===== config.mk =====
export PLATFORM = sky130hd
export DESIGN_NAME = stream_mask_generator
export DESIGN_NICKNAME = d
export VERILOG_FILES = /design/src/rtl/stream_mask_generator.sv
export SDC_FILE = /design/constraint.sdc
export NUM_CORES = 1
export LEC_CHECK = 0
export BUFFER_PORTS_ARGS = -buffer_cell sky130_fd_sc_hd__buf_2
export CAP_MARGIN = 10
export CORE_MARGIN = 3
export CORE_UTILIZATION = 25
export DETAILED_ROUTE_END_ITERATION = 12
export GPL_ROUTABILITY_DRIVEN = 0
export GPL_TIMING_DRIVEN = 0
export PLACE_DENSITY = 0.46
export SLEW_MARGIN = 25
export SYNTH_ARGS = -nofsm -noshare
export SYNTH_HDL_FRONTEND = slang
export SYNTH_SLANG_ARGS = --single-unit

===== constraint.sdc =====
create_clock -name axis_aclk -period 3.3 [get_ports axis_aclk]
set_input_delay 0 -clock axis_aclk [delete_from_list [all_inputs] [get_ports axis_aclk]]
set_output_delay 0 -clock axis_aclk [all_outputs]
set_load 0.03 [all_outputs]

===== src/rtl/stream_mask_generator.sv =====
// stream_mask_generator: turns (start lane, byte length) requests into per-beat lane-enable masks with first/last flags
//   axis_aclk, axis_resetn : clock, async active-low reset
//   req_valid/req_ready    : request handshake; req_offset = first lane, req_length = byte count
//   mask_valid/mask_ready  : beat handshake; mask = lane enables, mask_first/mask_last = beat position
//   STREAM_MASK_GENERATOR_BACKTOBACK_EN : accept the next request on the last-beat handshake (no bubble)
module stream_mask_generator #(
  parameter int MASK_WIDTH = 32,
  parameter int LEN_WIDTH = 16,
  localparam int OFS_WIDTH = $clog2(MASK_WIDTH)
) (
  input  logic                  axis_aclk,
  input  logic                  axis_resetn,
  input  logic                  req_valid,
  output logic                  req_ready,
  input  logic [OFS_WIDTH-1:0]  req_offset,
  input  logic [LEN_WIDTH-1:0]  req_length,
  output logic                  mask_valid,
  input  logic                  mask_ready,
  output logic [MASK_WIDTH-1:0] mask,
  output logic                  mask_first,
  output logic                  mask_last
);
  localparam int RW = LEN_WIDTH + 1;
  localparam logic [RW-1:0] MW_R = RW'(MASK_WIDTH);
  typedef enum logic {IDLE, RUN} state_t;
  state_t state, state_n;
  logic live, take, beat_done, first_n, last_n;
  logic [RW-1:0] remaining, remaining_n, first_span, first_rem, next_rem;
  logic [MASK_WIDTH-1:0] mask_n, first_mask, next_mask;
  assign mask_valid = state == RUN;
  assign beat_done = mask_valid & mask_ready;
`ifdef STREAM_MASK_GENERATOR_BACKTOBACK_EN
  assign req_ready = live & ((state == IDLE) | (beat_done & mask_last));
`else
  assign req_ready = live & (state == IDLE);
`endif
  assign take = req_valid & req_ready;
  // remaining counts bytes still owed after the beat currently held in the output register
  assign first_span = MW_R - RW'(req_offset);
  assign first_rem = {1'b0, req_length} > first_span ? {1'b0, req_length} - first_span : '0;
  assign next_rem = remaining > MW_R ? remaining - MW_R : '0;
  always_comb begin
    first_mask = '0;
    next_mask = '0;
    for (int i = 0; i < MASK_WIDTH; i++) begin
      first_mask[i] = (i >= int'(req_offset)) && (i - int'(req_offset) < int'(req_length));
      next_mask[i] = i < int'(remaining);
    end
  end
  always_comb begin
    state_n = state;
    mask_n = mask;
    first_n = mask_first;
    last_n = mask_last;
    remaining_n = remaining;
    if (beat_done) begin
      state_n = mask_last ? IDLE : RUN;
      mask_n = next_mask;
      first_n = 1'b0;
      last_n = !mask_last && (next_rem == '0);
      remaining_n = next_rem;
    end
    if (take) begin
      state_n = RUN;
      mask_n = first_mask;
      first_n = 1'b1;
      last_n = first_rem == '0;
      remaining_n = first_rem;
    end
  end
  // live holds req_ready low until the first clock after reset release
  always_ff @(posedge axis_aclk or negedge axis_resetn) begin
    if (!axis_resetn) begin
      state <= IDLE;
      live <= 1'b0;
      mask <= '0;
      mask_first <= 1'b0;
      mask_last <= 1'b0;
      remaining <= '0;
    end else begin
      state <= state_n;
      live <= 1'b1;
      mask <= mask_n;
      mask_first <= first_n;
      mask_last <= last_n;
      remaining <= remaining_n;
    end
  end
endmodule


### Word-level counts from Yosys, hierarchy flattened

Index checks and enable logic that the tools add are counted.

* register bits after elaboration: 53
* bits of input ports: 25
* output and inout port bits: 36
* word-level logic and storage cells: 191

* $add $sub $neg: 35
* order comparisons: 97
* multiplexer cells: 13
* bitwise gates (word level): 4
* reduce and logical (&&, ||, !) cells: 36

Operator list (number)
* < comparator 6 x 17 -> 1 bit: 32
* < comparator 5 x 17 -> 1 bit (first input constant): 16
* < comparator 4 x 17 -> 1 bit (first input constant): 8
* subtractor 5 x 5 -> 6 bit (first input constant): 16
* >= comparator 5 bit (first input constant): 15
* < comparator 3 x 17 -> 1 bit (first input constant): 4
* two-way mux 17 bit: 4
* two-way mux 32 bit: 2
* subtractor 4 x 5 -> 6 bit (first input constant): 8
* >= comparator 4 x 5 -> 1 bit (first input constant): 8
* zero test 17 bit: 2
* < comparator 1 x 17 -> 1 bit (first input constant): 2
* < comparator 2 x 17 -> 1 bit (first input constant): 2
* logical AND 1 bit: 32
* subtractor 3 x 5 -> 6 bit (first input constant): 4
* >= comparator 3 x 5 -> 1 bit (first input constant): 4
* > comparator 16 x 17 -> 1 bit: 1
* > comparator 17 x 6 -> 1 bit (second input constant): 1
* subtractor 16 x 17 -> 17 bit: 1
* subtractor 17 x 6 -> 17 bit (second input constant): 1
* subtractor 1 x 5 -> 6 bit (first input constant): 2
* subtractor 2 x 5 -> 6 bit (first input constant): 2
* >= comparator 1 x 5 -> 1 bit (first input constant): 2
* >= comparator 2 x 5 -> 1 bit (first input constant): 2
* other kinds (6): 14

### Longest topological paths before layout

Gate-level depths: netlist of run 1.

* depth in word-level cells: 6
* depth in mapped cells: 16
* depth with buffers taken out: 14

### Worst setup path before layout of run 1

OpenSTA, ideal clock, no wires.

* path kind: input to register
* start: in req_offset[2]
* end: reg mask[26]
* setup time: 0.095 ns
* arrival: 3.274 ns
* required time: 3.205 ns
* setup slack: -0.069 ns
* cell stages on the path: 13
* buffers on the path: 2
* cells stage by stage: clkbuf_1 inv_1 ha_1 buf_1 a21o_1 a21boi_0 ha_1 a21o_1 a21o_1 a221oi_1 o21ai_0 a41o_1 o31ai_1

* cells in the longest elaborated chain, start to end: 4
* elaborated cells on any way between the ends: 5
* those cells by class: add/sub: 1; order compare: 2; mux: 1; reduce/logical: 1

RTL lines
* from (decl): RTL line 15 `input logic [OFS_WIDTH-1:0] req_offset,`
* subtractor 5 x 5 -> 6 bit: RTL line 46 `first_mask[i] = (i >= int'(req_offset)) && (i - int'(req_offset) < int'(req_length));`
* < comparator 6 x 17 -> 1 bit: RTL line 46
* logical AND 1 bit (*): RTL line 46
* two-way mux 32 bit (*): RTL line 63 `if (take) begin`
* to (signal assigned): RTL line 83 `mask <= mask_n;`
* to (decl): RTL line 19 `output logic [MASK_WIDTH-1:0] mask,`

Every way passes the cells marked *; elsewhere a longest branch is shown, timed or not.
A chain may end at the register's enable or synchronous reset.

### Final worst setup path of run 1

* start: in req_offset[4]
* end: reg remaining[11]

* cells in the longest elaborated chain, start to end: 4
* elaborated cells on any way between the ends: 5
* those cells by class: add/sub: 2; order compare: 1; mux: 2

RTL lines
* subtractor 6 x 5 -> 7 bit (*): RTL line 39 `assign first_span = MW_R - RW'(req_offset);`
* subtractor 16 x 17 -> 17 bit / > comparator 16 x 17 -> 1 bit (equally long branches): RTL line 40 `assign first_rem = {1'b0, req_length} > first_span ? {1'b0, req_length} - first_span : '0;`
* two-way mux 17 bit (*): RTL line 40
* two-way mux 17 bit (*): RTL line 63
* to (signal assigned): RTL line 86 `remaining <= remaining_n;`
* to (decl): RTL line 28 `logic [RW-1:0] remaining, remaining_n, first_span, first_rem, next_rem;`

Marks and branches as above.

==> results of run 1 <==
-- cell type report --
class	instances	area (um2)
fill	5404	35500
multi-input combinational	1382	11200
sequential	53	1330
tap	672	841
timing repair buffer	99	803
inverter	80	319
buffer	41	203
clock buffer	5	125
clock inverter	3	43.8
-- layer usage --
metal	wire, um	vias up	part of all wire, %	global-route usage, %
met1	24400	6276	47	26.3
met4	1290	2	2.5	4.69
li1	-	6222	-	-
met5	13	-	0.025	0
met3	2770	78	5.3	2.11
met2	23500	425	45	31.2
-- report_power, final --
group | internal, mW | leakage [nW] | total [mW] | switching [mW]
Sequential | 0.884 | 0.573 | 1.19 | 0.307
Clock | 0.363 | 0.0842 | 0.704 | 0.341
Combinational | 1.13 | 6.07 | 3.22 | 2.09
-- state kept, by name, summed over array words and instances (netlist names) --
signal / flops
mask: 32
mask_last: 1
mask_first: 1
live: 1
mask_valid: 1
remaining: 17
-- cells in the final DEF (no fill, tap or decap), types with 8 or more instances in the layout --
master / n
o22ai_1: 12
and3_1: 9
buf_12: 8
a21oi_1: 138
nor4_1: 9
clkbuf_1: 27
nor2_1: 102
nor3_1: 36
o31ai_1: 11
and4_1: 13
nor2b_1: 28
a211oi_1: 16
a21o_1: 66
o21ai_0: 112
or4_1: 11
xnor2_1: 27
a31oi_1: 17
o21a_1: 17
inv_2: 11
xor2_1: 9
inv_1: 64
dfrtp_1: 53
o221ai_1: 8
nand2_1: 78
a2111oi_0: 20
o211ai_1: 13
nand2b_1: 20
buf_2: 61
ha_1: 404
nand4_1: 27
nand3_1: 37
buf_4: 28
-- final timing paths --
check | startpoint | end | slack (ns) | depth (start not counted)
min in group axis_aclk | req_length[13] | remaining[15]$_DFFE_PN0P_ | 0.12 | 3
worst max register to register | mask_valid$_DFFE_PN0P_ | mask[10]$_DFFE_PN0P_ | 0.09 | 7
max in group asynchronous | axis_resetn | mask[30]$_DFFE_PN0P_ | 2.69 | 3
worst max-delay path | req_offset[4] | remaining[11]$_DFFE_PN0P_ | 0.01 | 13
worst min-delay path | axis_resetn | remaining[9]$_DFFE_PN0P_ | 0.07 | 2
worst min register to register | mask_first$_DFFE_PN0P_ | mask_first$_DFFE_PN0P_ | 0.50 | 2
-- cells by family after synthesis --
family | synth area share (%)
flip-flops | 10.4
multiplexers | 0.0782
AND/OR/NAND/NOR | 16.3
adder cells (fa/ha/maj) | 40.0
buffers and inverters | 3.79
AO/OA/AOI/OAI | 27.0
other | 0.0293
XOR/XNOR | 2.46
-- timing repair --
action | in CTS | in global routing
gates resized for setup | 47 | 17
pin swaps | 0 | 4
hold endpoints to repair | 54 | 0
setup buffers | 3 | 20
endpoints found under the setup margin | 47 | 31
hold buffers | 2 | 0
gates cloned | 0 | 0
-- through the flow --
step                      instances  power [mW]  area, um2  util, %
after detailed placement       2306        4.31      14300     28.3
after global placement         2292        4.19      13900     27.7
final                          2335        5.11      14800     29.4
after floorplan                1560        3.14      12800        -
after global routing           2335        5.51      14800     29.4
after CTS                      2316        5.06      14600     29.0
==> results.py, run 1 <==
metrics = {
    "detailed_routing": {
        "firstDrtPassIters": 5,
        "wirelength_mm": 52.0,
        "routed_via_density": 5.57,
        "via_count": 13003,
        "ant_nets": 0,
        "drt_iter0_drc": 955,
        "routedWlPerCell_um": 22.3,
        "drcViolationCount": 0,
    },
    "floorplanning": {
        "dieHeight_um": 232,
        "dieArea_mm2": 0.0540,
        "ios": 61,
        "start_util_pct": 25.4,
        "die_w_um": 232,
        "fp.coreArea_mm2": 0.0504,
        "placementRows": 82,
    },
    "synth": {
        "yosys_register_bits": 53,
        "synth.most_common_cell": "ha_1",
        "synth_cell_type_count": 81,
        "yosysWarningCount": 0,
        "synth_top_area_cell": "ha_1",
        "ys_seq_area_share_pct": 10.4,
        "syn-cell-area_mm2": 0.0128,
        "netlist_top_cells_count": "408 x ha_1, 148 x a21oi_1, 114 x o21ai_0",
        "synth_edf_count": 0,
        "synth-main-ff-cell": "dfrtp_1",
        "synth_top_cell_area_share_pct": 39.9,
        "synth_area_leaders": "ha_1 40%, dfrtp_1 10%, a21oi_1 5.8%",
        "syn_inst": 1560,
        "synth.net_count": 1994,
        "avgSynthCellArea_um2": 8.21,
        "ys_async_sr_fraction_pct": 100,
    },
    "clock_network": {
        "clock_sinks": 53,
        "insertion_delay_ns": 0.33,
        "cts_tree": "done",
        "cts_made_buffers": 5,
        "clk_path_buf_depth": 2,
        "clk_pin_slew_ns": 0.09,
        "root_buffer": "clkbuf_16",
        "ctsHtreeMaxLevel": 2,
    },
    "sta": {
        "slew_headroom_pct": 33.8,
        "hold_viol": 0,
        "fin_skew_ns": 0.00864,
        "hold_ws_ns": 0.0660,
        "fmax_mhz": 304,
        "fin_ws_ns": 0.0144,
        "tns_ns": 0,
        "final-setup-viol-count": 0,
        "period_needed_ns": 3.29,
        "final_max_slew_viol_count": 0,
        "period_share_pct": 99.6,
        "worstMarginPinSlew_ns": 0.993,
        "grt_setup_unrepaired": "yes",
    },
    "critical_path": {
        "cp.arrival_ns": 3.56,
        "path_class": "input port to register",
        "cp-start-kind": "input port",
        "cp.required_ns": 3.57,
        "crit_family": "compound AO/OA/AOI/OAI gates",
        "critPathSlowestCell": "ha_1",
        "slowest_delay_ns": 0.52,
        "cp-end-kind": "register",
        "crit_chain": "buf_4, clkinv_2, buf_4, ha_4, nand3_2, ha_1, nand4bb_1, a211oi_2, nor2_1, o21bai_2, o21ai_2, o22a_1, nor2_1",
        "critPathMaxFanout": 24,
        "cp_num_buf_inv": 3,
    },
    "status": {
        "status": "completed",
    },
    "pwr": {
        "power_leakage_nw": 6.73,
        "ir_drop_mv": 0.242,
        "power.density_mw_per_mm2": 345,
    },
    "cells_and_area": {
        "areaGrowthSynthToFinish_pct": 15.8,
        "fin_nets": 2096,
        "diodes": 0,
        "drive_gt1_share_pct": 11.2,
    },
    "placement": {
        "portBuffers": 60,
        "detailed_place_hpwl_mm": 39.5,
        "dpl_worst_slack_ns": -1.92,
    },
    "grt": {
        "grt_pass1_wl_mm": 78.2,
        "grt_antenna_before_repair": 2,
        "grt_pass1_vias": 12597,
        "grt-ovfl-total": 0,
        "grt_usage_pct": 18.9,
        "grt_max_degree": 40,
    },
    "hold_path": {
        "hold_path.class": "input port to async pin",
    },
    "run": {
        "max_cap_viol_count": 0,
    },
}
No activity file was read; power rests on OpenSTA's default activity.
==> run 2: changes to the inputs <==
SETUP_SLACK_MARGIN = 0.15   (was default)
==> results.py, run 2 (synthesis gave the netlist of run 1 again) <==
metrics = {
    "status": {
        "status": "completed",
    },
    "cells_and_area": {
        "top_regs": "mask x32, remaining x17",
        "drive_gt1_share_pct": 11.6,
        "final_common_cell": "ha_1",
        "areaGrowthSynthToFinish_pct": 15.9,
        "diodes": 0,
        "fillers": 5378,
        "layout_common_cells": "404 x ha_1, 137 x a21oi_1, 111 x o21ai_0",
        "largest_reg_flops": 32,
        "largest-register": "mask",
        "fin_nets": 2092,
    },
    "critical_path": {
        "critPathMaxFanout": 10,
        "cp-end-kind": "register",
        "reg2reg_slack_ns": 0.13,
        "slowest_delay_ns": 0.80,
        "critPathSlowestCell": "clkdlybuf4s15_1",
        "rr_worst_depth": 6,
        "cp-start-kind": "register",
        "cp.required_ns": 3.55,
        "path_class": "register to register",
        "reg2reg_to": "mask[4]$_DFFE_PN0P_",
        "crit_top_cell": "clkbuf_1",
        "r2r-start": "mask_valid$_DFFE_PN0P_",
        "crit_chain": "and3b_1, clkbuf_1, clkdlybuf4s15_1, clkbuf_1, o21ai_0, o22ai_1",
        "cp.arrival_ns": 3.41,
    },
    "sta": {
        "period_needed_ns": 3.17,
        "fin_skew_ns": 0.0121,
        "tns_ns": 0,
        "grt_setup_unrepaired": "yes",
        "slew_headroom_pct": 36.4,
        "final_max_slew_viol_count": 0,
        "period_share_pct": 95.9,
        "hold_viol": 0,
        "worstMarginPinSlew_ns": 0.951,
        "hold_ws_ns": 0.111,
        "final-setup-viol-count": 0,
        "fmax_mhz": 316,
    },
    "clock_network": {
        "ctsHtreeMaxLevel": 2,
        "clk_path_buf_depth": 2,
        "clock_sinks": 53,
        "insertion_delay_ns": 0.34,
        "root_buffer": "clkbuf_16",
        "cts_made_buffers": 5,
        "clk_pin_slew_ns": 0.09,
        "cts_tree": "done",
    },
    "pwr": {
        "power.density_mw_per_mm2": 344,
        "power_leakage_nw": 6.71,
        "ir_drop_mv": 0.193,
    },
    "floorplanning": {
        "die_w_um": 232,
        "placementRows": 82,
        "fp.coreArea_mm2": 0.0504,
        "start_util_pct": 25.4,
        "dieHeight_um": 232,
        "ios": 61,
        "dieArea_mm2": 0.0540,
    },
    "detailed_routing": {
        "routed_via_density": 5.60,
        "drt_iter0_drc": 1105,
        "ant_nets": 0,
        "wirelength_mm": 52.2,
        "via_count": 13060,
        "firstDrtPassIters": 5,
        "routedWlPerCell_um": 22.4,
        "drcViolationCount": 0,
    },
    "grt": {
        "grt-ovfl-total": 0,
        "grt_max_degree": 34,
        "grt_pass1_vias": 12755,
        "grt_antenna_before_repair": 0,
        "grt_pass1_wl_mm": 78.4,
        "grt_usage_pct": 18.9,
    },
    "hold_path": {
        "hold_depth": 3,
        "hold_path.class": "input port to register",
        "hold_end": "remaining[15]$_DFFE_PN0P_",
        "holdCritStartpoint": "req_length[14]",
    },
    "run": {
        "max_cap_viol_count": 0,
    },
    "placement": {
        "detailed_place_hpwl_mm": 39.1,
        "portBuffers": 60,
    },
}
-- run 2: cell count changes in the layout (fill, tap and decap cells not counted), sizes merged --
cell | previous run | this run
buf | 104 | 95
clkbuf | 38 | 43
clkdlybuf4s15 | 1 | 2
inv | 78 | 77
-- run 2: worst max-delay path: cells and delay by family (launching register included) --
kind            cells  cell delay (ns)
simple gates        1             0.23
flops               1             0.44
compound gates      2             0.44
buf+inv             3             1.96
-- run 2: cell type report --
cell class,count,area [um2],area share (%)
plain buffers,44,249,1.68
clock inverters,2,38.8,0.261
clock buffers,6,129,0.868
flip-flops and latches,53,1330,8.94
repair buffers,92,694,4.68
inverters,80,330,2.23
well taps,672,841,5.66
multi-input cells,1382,11200,75.7
-- run 2: worst max path at each step --
| stage | depth (start not counted) | slack (ns) | startpoint | end |
|---|---|---|---|---|
| after floorplan | 13 | 0.18 | req_offset[2] | mask[26]$_DFFE_PN0P_ |
| after global placement | 14 | -1.79 | req_offset[4] | remaining[11]$_DFFE_PN0P_ |
| after detailed placement | 14 | -1.82 | req_offset[4] | remaining[11]$_DFFE_PN0P_ |
| after CTS | 15 | 0.08 | req_offset[4] | mask[13]$_DFFE_PN0P_ |
| after global routing | 14 | 0.05 | req_offset[2] | mask[2]$_DFFE_PN0P_ |
| final | 6 | 0.13 | mask_valid$_DFFE_PN0P_ | mask[4]$_DFFE_PN0P_ |
-- run 2: report_power, final --
part / internal (mW) / switching [mW]
clock network: 0.363 / 0.331
registers: 0.884 / 0.299
logic: 1.12 / 2.10
total: 2.37 / 2.73
-- run 2: routing by layer --
| metal | GRT usage [%] | wire (um) |
|---|---|---|
| met3 | 2.38 | 3080 |
| met4 | 5.21 | 1440 |
| met5 | 0 | 0 |
| met2 | 30.8 | 23300 |
| met1 | 26.2 | 24400 |
-- run 2: stage by stage --
stage          power [mW]  cells  worst slack, ns  cell area, um2  util (%)
6_report             5.10   2331            0.135           14800      29.5
2_1_floorplan        3.14   1560            0.180           12800         -
4_1_cts              5.03   2319           0.0820           14600      29.0
3_3_place_gp         4.19   2292            -1.79           13900      27.7
5_1_grt              5.48   2331           0.0457           14800      29.5
3_5_place_dp         4.29   2302            -1.82           14200      28.1
-- run 2: repair_timing --
item                                   CTS  global route
cloned                                   0             0
gates resized for setup                 58            46
endpoints found under the hold margin   30             0
hold buffers                             2             0
buffers inserted                         8            12
pin swaps                                1             5
setup endpoints to repair               47            41
